==> src/rtl/inst_encoder.sv <==
// TinyRV1 instruction encoder: two register stages with valid/ready on both sides.
// S1 registers the request, its immediate class and range error; S2 holds the packed word.
module inst_encoder #(
  parameter int CNT_W = 16
) (
  input  logic             clk,
  input  logic             rst,
  input  logic             req_val,
  output logic             req_rdy,
  input  logic [2:0]       req_op,
  input  logic [4:0]       req_rd,
  input  logic [4:0]       req_rs1,
  input  logic [4:0]       req_rs2,
  input  logic [31:0]      req_imm,
  output logic             resp_val,
  input  logic             resp_rdy,
  output logic [31:0]      resp_inst,
  output logic             resp_err,
  output logic [CNT_W-1:0] err_count
);

  typedef enum logic [2:0] {
    OP_ADD  = 3'd0,
    OP_ADDI = 3'd1,
    OP_MUL  = 3'd2,
    OP_LW   = 3'd3,
    OP_SW   = 3'd4,
    OP_JAL  = 3'd5,
    OP_JR   = 3'd6,
    OP_BNE  = 3'd7
  } op_t;

  typedef enum logic [2:0] {
    IT_NONE,
    IT_I,
    IT_S,
    IT_B,
    IT_J
  } imm_t;

  op_t         req_opc;
  imm_t        req_cls;
  logic        req_err;
  logic        fit12;
  logic        fit13;
  logic        fit21;

  logic        s1_val;
  op_t         s1_op;
  imm_t        s1_cls;
  logic [4:0]  s1_rd;
  logic [4:0]  s1_rs1;
  logic [4:0]  s1_rs2;
  logic [31:0] s1_imm;
  logic        s1_err;

  logic        s2_val;
  logic [31:0] s2_inst;
  logic        s2_err;

  logic [31:0] pack;
  logic        s1_adv;
  logic        s2_adv;
  logic [CNT_W-1:0] cnt;

  assign req_opc = op_t'(req_op);

  assign s2_adv  = !s2_val | resp_rdy;
  assign s1_adv  = !s1_val | s2_adv;
  assign req_rdy = s1_adv;

  // Sign-extension checks: upper bits all equal to the top kept bit.
  assign fit12 = (req_imm[31:11] == '0) | (req_imm[31:11] == '1);
  assign fit13 = (req_imm[31:12] == '0) | (req_imm[31:12] == '1);
  assign fit21 = (req_imm[31:20] == '0) | (req_imm[31:20] == '1);

  always_comb begin
    req_cls = IT_NONE;
    unique case (req_opc)
      OP_ADD, OP_MUL, OP_JR: req_cls = IT_NONE;
      OP_ADDI, OP_LW:        req_cls = IT_I;
      OP_SW:                 req_cls = IT_S;
      OP_BNE:                req_cls = IT_B;
      OP_JAL:                req_cls = IT_J;
      default:               req_cls = IT_NONE;
    endcase
  end

  always_comb begin
    req_err = 1'b0;
    unique case (req_cls)
      IT_I, IT_S: req_err = !fit12;
      IT_B:       req_err = !fit13 | req_imm[0];
      IT_J:       req_err = !fit21 | req_imm[0];
      default:    req_err = 1'b0;
    endcase
  end

  always_comb begin
    pack = '0;
    unique case (s1_op)
      OP_ADD:  pack = {7'b0000000, s1_rs2, s1_rs1, 3'b000,
                       s1_rd, 7'b0110011};
      OP_MUL:  pack = {7'b0000001, s1_rs2, s1_rs1, 3'b000,
                       s1_rd, 7'b0110011};
      OP_ADDI: pack = {s1_imm[11:0], s1_rs1, 3'b000,
                       s1_rd, 7'b0010011};
      OP_LW:   pack = {s1_imm[11:0], s1_rs1, 3'b010,
                       s1_rd, 7'b0000011};
      OP_SW:   pack = {s1_imm[11:5], s1_rs2, s1_rs1, 3'b010,
                       s1_imm[4:0], 7'b0100011};
      OP_JAL:  pack = {s1_imm[20], s1_imm[10:1], s1_imm[11],
                       s1_imm[19:12], s1_rd, 7'b1101111};
      OP_JR:   pack = {12'b0, s1_rs1, 3'b000,
                       5'b00000, 7'b1100111};
      OP_BNE:  pack = {s1_imm[12], s1_imm[10:5], s1_rs2, s1_rs1,
                       3'b001, s1_imm[4:1], s1_imm[11], 7'b1100011};
      default: pack = '0;
    endcase
  end

  always_ff @(posedge clk or posedge rst) begin
    if (rst) begin
      s1_val <= 1'b0;
      s1_op  <= OP_ADD;
      s1_cls <= IT_NONE;
      s1_rd  <= '0;
      s1_rs1 <= '0;
      s1_rs2 <= '0;
      s1_imm <= '0;
      s1_err <= 1'b0;
    end else if (s1_adv) begin
      s1_val <= req_val;
      if (req_val) begin
        s1_op  <= req_opc;
        s1_cls <= req_cls;
        s1_rd  <= req_rd;
        s1_rs1 <= req_rs1;
        s1_rs2 <= req_rs2;
        s1_imm <= req_imm;
        s1_err <= req_err;
      end
    end
  end

  always_ff @(posedge clk or posedge rst) begin
    if (rst) begin
      s2_val  <= 1'b0;
      s2_inst <= '0;
      s2_err  <= 1'b0;
    end else if (s2_adv) begin
      s2_val <= s1_val;
      if (s1_val) begin
        s2_inst <= pack;
        s2_err  <= s1_err;
      end
    end
  end

  always_ff @(posedge clk or posedge rst) begin
    if (rst) begin
      cnt <= '0;
    end else if (s2_val && resp_rdy && s2_err && (cnt != '1)) begin
      cnt <= cnt + 1'b1;
    end
  end

  assign resp_val  = s2_val;
  assign resp_inst = s2_inst;
  assign resp_err  = s2_err;
  assign err_count = cnt;

endmodule

==> config.mk <==
export PLATFORM = sky130hd
export DESIGN_NAME = inst_encoder
export DESIGN_NICKNAME = d
export VERILOG_FILES = /design/src/rtl/inst_encoder.sv
export SDC_FILE = /design/constraint.sdc
export NUM_CORES = 1
export LEC_CHECK = 0
export BUFFER_PORTS_ARGS = -buffer_cell sky130_fd_sc_hd__buf_2
export CORE_MARGIN = 4
export CORE_UTILIZATION = 57
export DETAILED_ROUTE_END_ITERATION = 8
export PLACE_DENSITY = 0.95
export SYNTH_ARGS = -nofsm -noshare
export SYNTH_HDL_FRONTEND = slang
export SYNTH_SLANG_ARGS = --single-unit
==> constraint.sdc <==
create_clock -name clk -period 6.5 [get_ports clk]
set_input_delay 0.65 -clock clk [delete_from_list [all_inputs] [get_ports clk]]
set_output_delay 0.65 -clock clk [all_outputs]
set_load 0.01 [all_outputs]
==> results of run 1 <==
[worst paths after layout]
path	slack (ns)	from	end	cells past startpoint
max	4.48	resp_val	resp_inst[9]	5
min	0.47	resp_inst[10]	resp_inst[10]	2
max reg2reg	4.48	resp_val	resp_inst[9]	5
min reg2reg	0.47	resp_inst[10]	resp_inst[10]	2
max in group asynchronous	5.19	rst	s1_imm[0]	3
min in group asynchronous	0.64	rst	resp_inst[10]	3
[metal layers]
layer	track usage, %	share of wire, %	vias up
met5	0	0	-
met4	10.52	2.2	0
met3	4.468	5.9	20
met2	35.77	50	117
met1	28.56	42	1497
li1	-	-	1452
[kinds of logic after synthesis]
kind of cell / Yosys count / synth area share [%]
flip-flops: 90 / 55.57
adder cells (fa/ha/maj): 4 / 1.235
multiplexers: 46 / 12.60
buffers and inverters: 27 / 3.180
AO/OA/AOI/OAI: 63 / 9.756
AND/OR/NAND/NOR: 110 / 14.63
XOR/XNOR: 14 / 3.026
[flip-flops by register name, summed over array words and instances, names as in the netlist]
register / cells
err_count: 16
s1_rs1: 5
s1_op: 3
resp_val: 1
s1_rs2: 5
s1_err: 1
s1_val: 1
resp_inst: 31
resp_err: 1
s1_imm: 21
s1_rd: 5
[power by group]
group	switching [mW]	internal (mW)	leakage [nW]
registers	0.0786	0.655	1.09
logic	0.162	0.143	1.13
clock network	0.201	0.220	0.110
total	0.441	1.02	2.33
[layout make-up]
class	count	share of cell area, %
clock buffers	9	2.556
inverters	11	0.8779
clock inverters	7	2.117
multi-input cells	237	34.60
flip-flops and latches	90	46.48
repair buffers	105	10.90
well taps	96	2.479
[tightest hold or removal path, stage by stage (launching register included)]
cell     delay [ns]
dfrtp_1        0.35
nand2_1        0.05
nand2_1        0.05
[metrics by stage]
| step | std cells | utilization, % |
|---|---|---|
| floorplan | 354 | - |
| global placement | 539 | 67.25 |
| detailed placement | 539 | 67.25 |
| CTS | 555 | 70.55 |
| global route | 555 | 70.55 |
| finish | 555 | 70.55 |
[Yosys cell counts (2+ instances only)]
cell / count / area [sq um]
o211ai_1: 2 / 15.01
ha_1: 4 / 50.05
nor3_1: 3 / 15.01
buf_6: 2 / 22.52
nor3_2: 3 / 30.03
nor4_4: 2 / 42.54
nand2b_1: 7 / 43.79
nand3b_1: 2 / 15.01
nand4_1: 9 / 56.30
nand3_1: 7 / 35.03
nand2_1: 45 / 168.9
dfrtp_1: 90 / 2252
xor2_1: 7 / 61.31
mux2_2: 40 / 450.4
xnor2_1: 7 / 61.31
nor4_1: 6 / 37.54
a22o_1: 7 / 61.31
mux2i_1: 6 / 60.06
a21oi_1: 11 / 55.05
o21ai_0: 26 / 130.1
and3_1: 2 / 12.51
buf_2: 7 / 35.03
nor2_1: 14 / 52.55
a22oi_1: 9 / 67.56
clkbuf_1: 6 / 22.52
inv_1: 11 / 41.29
nor2b_1: 2 / 12.51
nand3_2: 2 / 20.02
[cells in the final DEF, fill, tap and decap left out, types with 3 or more instances in the layout]
cell type,count
clkbuf_8,9
a22o_1,7
nor4_1,6
nor2_1,14
nor3_2,3
inv_1,10
o21ai_0,26
nand2b_1,7
xnor2_1,7
a22oi_1,9
nand2_1,43
ha_1,4
mux2_2,40
a21oi_1,11
xor2_1,7
mux2i_1,6
nand3_1,7
nor3_1,3
dfrtp_1,90
clkinv_4,3
buf_2,104
nand4_1,9
==> impl_metrics.yaml, run 1 <==
sta:
  fin_hold_ws_ns: 0.4726
  finalSetupViolations: 0
  finalHoldViolCount: 0
  skew_ns: 0.007250
  fin_crit_sh_pct: 31.11
  setup_ws_ns: 4.478
  maxSlewHeadroom_pct: 28.23
  worst_slew_pin_slew_ns: 1.077
  rsz0062_at_grt: "no"
  maxSlewViolCount: 0
  period_minus_slack_ns: 2.022
  timing.fmax_mhz: 494.5
  fin_tns_setup_ns: 0
synth:
  post_synth_num_cell_types: 43
  synth.net_count: 412
  ys_seq_area_share_pct: 55.57
  syn-cell-area_sq_um: 4053
  ys_seq_elements: 90
  synth.avg_cell_area_sq_um: 11.45
  synth-edff-count: 0
  yosysWarnings: 0
  ys_async_sr_fraction_pct: 100.0
  synth_flop_cell: "dfrtp_1"
  syn_inst: 354
cells_and_area:
  fin_nets: 512
  syn2layout_area_growth_pct: 19.57
  antenna_cells: 0
  finish.instance_area_sq_um: 4846
  seq_area_sq_um: 2252
  multi_input_area_sq_um: 1677
  fillCellCount: 485
  drive_gt1_share_pct: 37.69
worst_setup_path:
  worstSetupPathType: "reg -> reg"
  crit_arrival_ns: 2.32
  critPathLaunchType: "flop"
  crit_family: "simple AND/OR/NAND/NOR gates"
  cp.buffers_inverters: 0
  cpMaxStageDelayCell: "nor3_1"
  cp.required_ns: 6.79
  crit_chain: "nand2b_1 > nand2_2 > nor3_1 > a22oi_1 > nand2_1"
  critPathMaxStageDelay_ns: 0.62
  end_kind: "flop"
  crit_fanout: 55
cts:
  cts_setup_buffers: 0
  cts_root_buffer: "clkbuf_8"
  cts_buffers: 9
  cts_resized: 0
  htree_levels: 3
  path_clk_slew_ns: 0.09
  cts_buffer_depth: 2
  cts_sinks: 90
  clkLatencyLatePin_ns: 0.35
  cts_tree: "done"
  cts_hold_buf: 0
floorplanning:
  core_sq_um: 6869
  die_h_um: 92.32
  die_x_um: 92.32
  dieArea_sq_um: 8523
  row_count: 30
  ios: 105
  start_util_pct: 59.00
placed_design:
  gp_congestion: 0.8292
  port_buffers: 104
  dp_hpwl_um: 6221
  place_ws_ns: 4.167
  post_dp_cell_area_sq_um: 4619
power_and_ir_drop:
  cellLeakagePower_nw: 2.328
  p_total_mw: 1.459
  peakVddDrop_v: 0.0001401
  cellPowerDensity_nw_per_um2: 301.0
drt:
  ant_nets: 0
  drtPass1Iterations: 5
  route.vias.total: 3086
  drt-wirelength-per-cell_um: 15.92
  routed_wl_um: 8835
  drt_iter0_markers: 190
  drc: 0
  avgViaCountPerCell: 5.560
job:
  maxCapViolCount: 0
run_status:
  status: "finished clean"
grt:
  grt_pass1_wl_um: 14830
  grt_max_degree: 91
  grt_pass1_vias: 3112
  grt-ovfl-total: 0
  antenna_found_initial: 0
  track_usage_pct: 22.09
min_path:
  hp-class: "reg -> reg"
Power figures use the tool's default switching activity.
==> inputs of run 2 (changes only) <==
--- a/config.mk
+++ b/config.mk
@@ -5,11 +5,12 @@
 export SDC_FILE = /design/constraint.sdc
 export NUM_CORES = 1
 export LEC_CHECK = 0
+export ABC_AREA = 1
 export BUFFER_PORTS_ARGS = -buffer_cell sky130_fd_sc_hd__buf_2
 export CORE_MARGIN = 4
-export CORE_UTILIZATION = 57
+export CORE_UTILIZATION = 53
 export DETAILED_ROUTE_END_ITERATION = 8
-export PLACE_DENSITY = 0.95
+export PLACE_DENSITY = 0.89
 export SYNTH_ARGS = -nofsm -noshare
 export SYNTH_HDL_FRONTEND = slang
 export SYNTH_SLANG_ARGS = --single-unit
==> constraint.sdc (replaced) <==
create_clock -name clk -period 2.1 [get_ports clk]
set_input_delay 0.21 -clock clk [delete_from_list [all_inputs] [get_ports clk]]
set_output_delay 0.21 -clock clk [all_outputs]
set_load 0.01 [all_outputs]
==> run 2 against run 1 <==
Register-to-register slack got worse by 4.2 ns. Area after synthesis rose by 6.0%. Sequential cell count did not move. Die area rose by 13%. Clock skew is 0.0024 ns higher. Sequential share of layout area decreased by 2.6 points. Non-clock buffer count grew 7. Wire length is 20% higher. Count of clock-buffer cells in the layout stayed put. Critical path type unchanged. Fmax is 9.1% higher.
==> impl_metrics.yaml, run 2 <==
run_status:
  status: "finished clean"
synth:
  synth.avg_cell_area_sq_um: 7.869
  synth.most_common_cell: "nand2_1"
  synth_area_leaders: "dfrtp_1 (52%), nand2_1 (18%), o21ai_0 (5.7%), nor2_1 (5.6%), inv_1 (3.4%)"
  yosysTopAreaCellShare_pct: 52.42
  yosysTopAreaCell: "dfrtp_1"
  synth_flop_cell: "dfrtp_1"
  ys_top_cells_by_count: "nand2_1 (202), dfrtp_1 (90), nor2_1 (64)"
  yosysWarnings: 0
  synth.net_count: 604
  syn_inst: 546
  syn-cell-area_sq_um: 4297
  ys_seq_elements: 90
  synth-edff-count: 0
  post_synth_num_cell_types: 32
  ys_seq_area_share_pct: 52.42
  ys_async_sr_fraction_pct: 100.0
power_and_ir_drop:
  comb_power_share_pct: 25.9
  sw_frac_of_total_pct: 35.40
  pwr-share-seq_pct: 49.1
  pwr-share-clk_pct: 25.1
  peakVddDrop_v: 0.0004775
  cellPowerDensity_nw_per_um2: 943.3
  cellLeakagePower_nw: 2.727
  net-switching-power_mw: 1.715
  p_int_mw: 3.130
grt:
  antenna_found_initial: 0
  grt_pass1_wl_um: 18000
  track_usage_pct: 22.83
  grt_max_degree: 91
  grt_pass1_vias: 3857
  grt-ovfl-total: 0
min_path:
  worstHoldPathCells: 3
  hp-class: "in -> reg"
  hp-start: "req_rs1[3]"
  min_to: "s1_rs1[3]"
worst_setup_path:
  cp.buffers_inverters: 1
  critPathLaunchType: "flop"
  crit_chain: "ha_1 > nand3_1 > nor2_1 > nand3_1 > nand2_2 > inv_1 > nand2_1 > xor2_1"
  crit_arrival_ns: 2.14
  cp.required_ns: 2.39
  ff2ff_setup_slack_ns: 0.25
  worstSetupPathType: "reg -> reg"
  critPathLaunch: "err_count[0]"
  critPathMaxStageDelay_ns: 0.48
  end_kind: "flop"
  crit_fanout: 12
  crit_family: "simple AND/OR/NAND/NOR gates"
  critPathMostFrequentCell: "nand3_1"
  timing.rr.start: "err_count[0]"
  r2r_cells: 8
  regToRegEndpoint: "err_count[2]"
  cpMaxStageDelayCell: "dfrtp_1"
placed_design:
  dp_hpwl_um: 7675
  port_buffers: 104
  place_ws_ns: 0.2697
  post_dp_cell_area_sq_um: 4925
  dp_cells: 742
  gp_congestion: 0.8863
drt:
  drt_iter0_markers: 275
  drc: 0
  routed_wl_um: 10570
  drt-wirelength-per-cell_um: 13.93
  avgViaCountPerCell: 5.256
  route.vias.total: 3989
  drtPass1Iterations: 4
  ant_nets: 0
cts:
  cts_buffers: 9
  cts_resized: 0
  clkLatencyLatePin_ns: 0.36
  htree_levels: 3
  cts_buffer_depth: 2
  path_clk_slew_ns: 0.10
  cts_root_buffer: "clkbuf_8"
  cts_tree: "done"
  cts_sinks: 90
sta:
  period_minus_slack_ns: 1.853
  fin_tns_setup_ns: 0
  finalHoldViolCount: 0
  timing.fmax_mhz: 539.6
  maxSlewHeadroom_pct: 67.75
  fin_crit_sh_pct: 88.26
  skew_ns: 0.009683
  maxSlewViolCount: 0
  rsz0062_at_grt: "no"
  finalSetupViolations: 0
  worst_slew_pin_slew_ns: 0.4837
  setup_ws_ns: 0.2466
cells_and_area:
  instances_no_fill: 759
  final_common_cell: "nand2_1"
  drive_gt1_share_pct: 20.85
  final_cell_mix: "nand2_1 (202), buf_2 (104), dfrtp_1 (90), nor2_1 (64), o21ai_0 (49)"
  antenna_cells: 0
  syn2layout_area_growth_pct: 19.54
  post-route-util_pct: 65.79
  fin_nets: 710
  largest_register_ffs: 31
  finish.instance_area_sq_um: 5136
floorplanning:
  core_sq_um: 7807
  die_h_um: 98.04
  dieArea_sq_um: 9611
  row_count: 32
  start_util_pct: 55.03
  ios: 105
  die_x_um: 98.04
job:
  maxCapViolCount: 0
[run 2: cell count changes in the layout (fill, tap and decap cells not counted), sizes merged, moves of 7 or more]
cell,delta
nor2,+52
mux2,-40
nand2,+162
nor4,-9
o21ai,+24
a22o,-7
nand2b,-7
inv,+30
nand3,+8
[run 2: area by class of cell]
type | count | area (sq um)
Clock buffer | 9 | 123.9
Clock inverter | 7 | 77.57
Fill cell | 701 | 2671
Inverter | 40 | 153.9
Multi-Input combinational cell | 399 | 1805
Sequential cell | 90 | 2252
Tap cell | 102 | 127.6
Timing Repair Buffer | 112 | 595.6
[run 2: cells by family (layout without fill, tap and decap cells)]
logic type | Yosys count | count (layout) | share of synthesized area, %
adders and majority gates | 4 | 4 | 1.165
buffers and inverters | 57 | 168 | 5.562
and+or+nand+nor | 308 | 308 | 28.80
xor gates and xnor gates | 14 | 14 | 2.854
DFF | 90 | 90 | 52.42
AOI/OAI and AO/OA | 73 | 73 | 9.202
[run 2: power groups by stage]
stage	clock [mW]	sequential [mW]	combinational (mW)
after floorplan	0	2.45	0.643
after global placement	0	2.38	1.22
after detailed placement	0	2.40	1.25
after CTS	1.23	2.37	1.26
after global routing	1.31	2.43	1.42
final	1.21	2.38	1.25
[run 2: per-layer routing]
metal,vias up,GRT usage [%],routed length [um]
li1,1941,-,-
met1,1882,30.89,4447
met2,153,37.12,5177
met3,13,5.571,794
met4,0,5.964,152
met5,-,0,0
[run 2: what timing repair did]
action,in CTS,in global routing
setup buffers,0,0
endpoints found under the hold margin,44,0
endpoints found under the setup margin,0,0
hold buffers,1,0
[run 2: how the worst max path moves through the flow]
| stage | to | depth (start not counted) | slack (ns) |
|---|---|---|---|
| 4_1_cts | err_count[2] | 8 | 0.26 |
| 2_1_floorplan | err_count[12] | 8 | 0.56 |
| 3_3_place_gp | err_count[2] | 8 | 0.39 |
| 5_1_grt | err_count[2] | 8 | 0.05 |
| 6_report | err_count[2] | 8 | 0.25 |
| 3_5_place_dp | err_count[2] | 8 | 0.27 |
[run 2: tightest hold or removal path, stage by stage]
cell and delay (ns):
buf_2 0.07, nand2_1 0.04, nand2_1 0.04
[run 2: stage by stage]
stage	hold slack (ns)	total power, mW
6_report	0.03507	4.845
5_1_grt	0.02581	5.155
4_1_cts	0.02353	4.863
3_5_place_dp	0.3830	3.656
3_3_place_gp	0.3751	3.598
2_1_floorplan	0.3196	3.095
==> inputs of run 3 (changes only) <==
--- a/config.mk
+++ b/config.mk
@@ -11,6 +11,7 @@
 export CORE_UTILIZATION = 53
 export DETAILED_ROUTE_END_ITERATION = 8
 export PLACE_DENSITY = 0.89
+export SETUP_SLACK_MARGIN = 0.3
 export SYNTH_ARGS = -nofsm -noshare
 export SYNTH_HDL_FRONTEND = slang
 export SYNTH_SLANG_ARGS = --single-unit
==> constraint.sdc (replaced) <==
create_clock -name clk -period 2.1 [get_ports clk]
set_input_delay 0 -clock clk [delete_from_list [all_inputs] [get_ports clk]]
set_output_delay 0 -clock clk [all_outputs]
set_load 0.01 [all_outputs]
==> run 3 against run 2 <==
Die area stayed put. First-iteration DRC count is 5.1% lower. Clock skew is 0.0038 ns higher. Clock power is 14% lower. Sequential cell count stayed put.
==> impl_metrics.yaml, run 3 (same netlist as run 2, synthesis figures left out) <==
floorplanning:
  dieArea_sq_um: 9611
  row_count: 32
  core_sq_um: 7807
  ios: 105
  start_util_pct: 55.03
  die_x_um: 98.04
  die_h_um: 98.04
drt:
  drt_iter0_markers: 261
  route.vias.total: 4223
  routed_wl_um: 11360
  ant_nets: 0
  avgViaCountPerCell: 5.259
  drc: 0
  drtPass1Iterations: 5
  drt-wirelength-per-cell_um: 14.15
worst_setup_path:
  r2r_cells: 8
  crit_family: "simple AND/OR/NAND/NOR gates"
  critPathMaxStageDelay_ns: 0.43
  timing.rr.start: "err_count[0]"
  regToRegEndpoint: "err_count[2]"
  cp.required_ns: 2.38
  cp.buffers_inverters: 1
  crit_arrival_ns: 1.99
  crit_fanout: 9
  cpMaxStageDelayCell: "dfrtp_2"
  worstSetupPathType: "reg -> reg"
  crit_chain: "ha_2 > nand3_2 > nor2_1 > nand3_1 > nand2_4 > clkinvlp_4 > nand2_1 > xor2_1"
  ff2ff_setup_slack_ns: 0.39
  critPathLaunchType: "flop"
  end_kind: "flop"
grt:
  grt_use_met1_pct: 31.49
  antenna_found_initial: 0
  use_met3_pct: 5.214
  grt_pass1_wl_um: 18950
  grt_max_degree: 91
  grtUsageMet2_pct: 40.84
  track_usage_pct: 24.04
  grt_pass1_vias: 4047
  grt-ovfl-total: 0
  top_usage_layer: "met2"
cells_and_area:
  fillCellCount: 596
  final_cell_mix: "nand2_1 (202), buf_2 (104), dfrtp_1 (89), nor2_1 (63), o21ai_0 (49)"
  largest_register_ffs: 31
  fin_nets: 754
  drive_gt1_share_pct: 20.83
  instances_no_fill: 803
  post-route-util_pct: 71.09
  finish.instance_area_sq_um: 5550
  final_common_cell: "nand2_1"
  antenna_cells: 0
  syn2layout_area_growth_pct: 29.18
sta:
  finalSetupViolations: 0
  finalHoldViolCount: 0
  period_minus_slack_ns: 1.710
  rsz0062_at_grt: "no"
  fin_tns_setup_ns: 0
  maxSlewHeadroom_pct: 68.61
  skew_ns: 0.01345
  timing.fmax_mhz: 584.9
  fin_hold_ws_ns: 0.02226
  setup_ws_ns: 0.3902
  fin_crit_sh_pct: 81.42
  maxSlewViolCount: 0
  worst_slew_pin_slew_ns: 0.4709
power_and_ir_drop:
  pwr-share-seq_pct: 49.7
  peakVddDrop_v: 0.0004755
  pwr-share-clk_pct: 21.8
  cellLeakagePower_nw: 2.874
  sw_frac_of_total_pct: 35.71
  net-switching-power_mw: 1.706
  p_int_mw: 3.071
  comb_power_share_pct: 28.6
  p_total_mw: 4.777
  cellPowerDensity_nw_per_um2: 860.7
cts:
  cts_sinks: 90
  cts_buffer_depth: 2
  clkLatencyLatePin_ns: 0.36
  path_clk_slew_ns: 0.09
  cts_tree: "done"
  cts_root_buffer: "clkbuf_8"
  htree_levels: 3
  cts_buffers: 9
min_path:
  worstHoldPathCells: 3
  min_to: "s1_op[0]"
  hp-class: "in -> reg"
  hp-start: "req_op[0]"
placed_design:
  port_buffers: 104
  post_dp_cell_area_sq_um: 4925
  place_ws_ns: 0.2016
  gp_congestion: 0.8647
  dp_cells: 742
  dp_hpwl_um: 7628
run_status:
  status: "finished clean"
job:
  maxCapViolCount: 0
-- run 3: cell count changes in the layout (fill, tap and decap cells not counted), sizes merged --
cell,previous run,this run
bufinv,1,0
clkbuf,9,10
buf,111,115
clkinv,4,3
dlygate4sd3,1,40
inv,41,39
clkinvlp,1,5
-- run 3: power groups by stage --
stage / clock network (mW) / registers [mW] / logic (mW)
after global placement: 0 / 2.38 / 1.22
final: 1.04 / 2.37 / 1.36
after global routing: 1.14 / 2.42 / 1.52
after floorplan: 0 / 2.45 / 0.643
after detailed placement: 0 / 2.39 / 1.26
after CTS: 1.06 / 2.37 / 1.33
-- run 3: worst max path at each step --
stage                     to  slack, ns    startpoint  cells after the start
2_1_floorplan  err_count[12]       0.56  err_count[0]                      8
6_report        err_count[2]       0.39  err_count[0]                      8
3_3_place_gp    err_count[2]       0.38  err_count[0]                      8
5_1_grt         err_count[2]       0.30  err_count[0]                      8
3_5_place_dp    err_count[2]       0.20  err_count[0]                      8
4_1_cts         err_count[2]       0.30  err_count[0]                      8
-- run 3: layer usage --
metal / wire (um) / part of all wire (%) / vias up
li1: - / - / 2035
met1: 4662 / 41 / 1972
met2: 5541 / 49 / 196
met3: 951 / 8.4 / 20
met4: 208 / 1.8 / 0
met5: 0 / 0 / -
-- run 3: cell type report --
cell class              count  area [sq um]  share of cell area [%]
clock buffers              10         127.6                   2.299
clock inverters             6         42.54                  0.7665
inverters                  40         157.7                   2.840
multi-input cells         399          1821                   32.80
flip-flops and latches     90          2253                   40.60
well taps                 102         127.6                   2.299
repair buffers            155          1016                   18.30
repair inverters            1         5.005                 0.09017
-- run 3: worst register-to-register path: cells and delay by family, from the launching register on --
family                     cells  cell delay, ns
xor gates and xnor gates       1            0.16
adders and majority gates      1            0.23
DFF                            1            0.43
buffers and inverters          1            0.15
and+or+nand+nor                5            0.67
-- run 3: repair_timing --
action                     in CTS  in global routing
hold endpoints to repair      129                  0
setup endpoints to repair       7                  6
pin swaps                       0                  1
gates cloned                    0                  1
hold buffers                   40                  0
buffers inserted                0                  4
gates resized for setup         2                  4
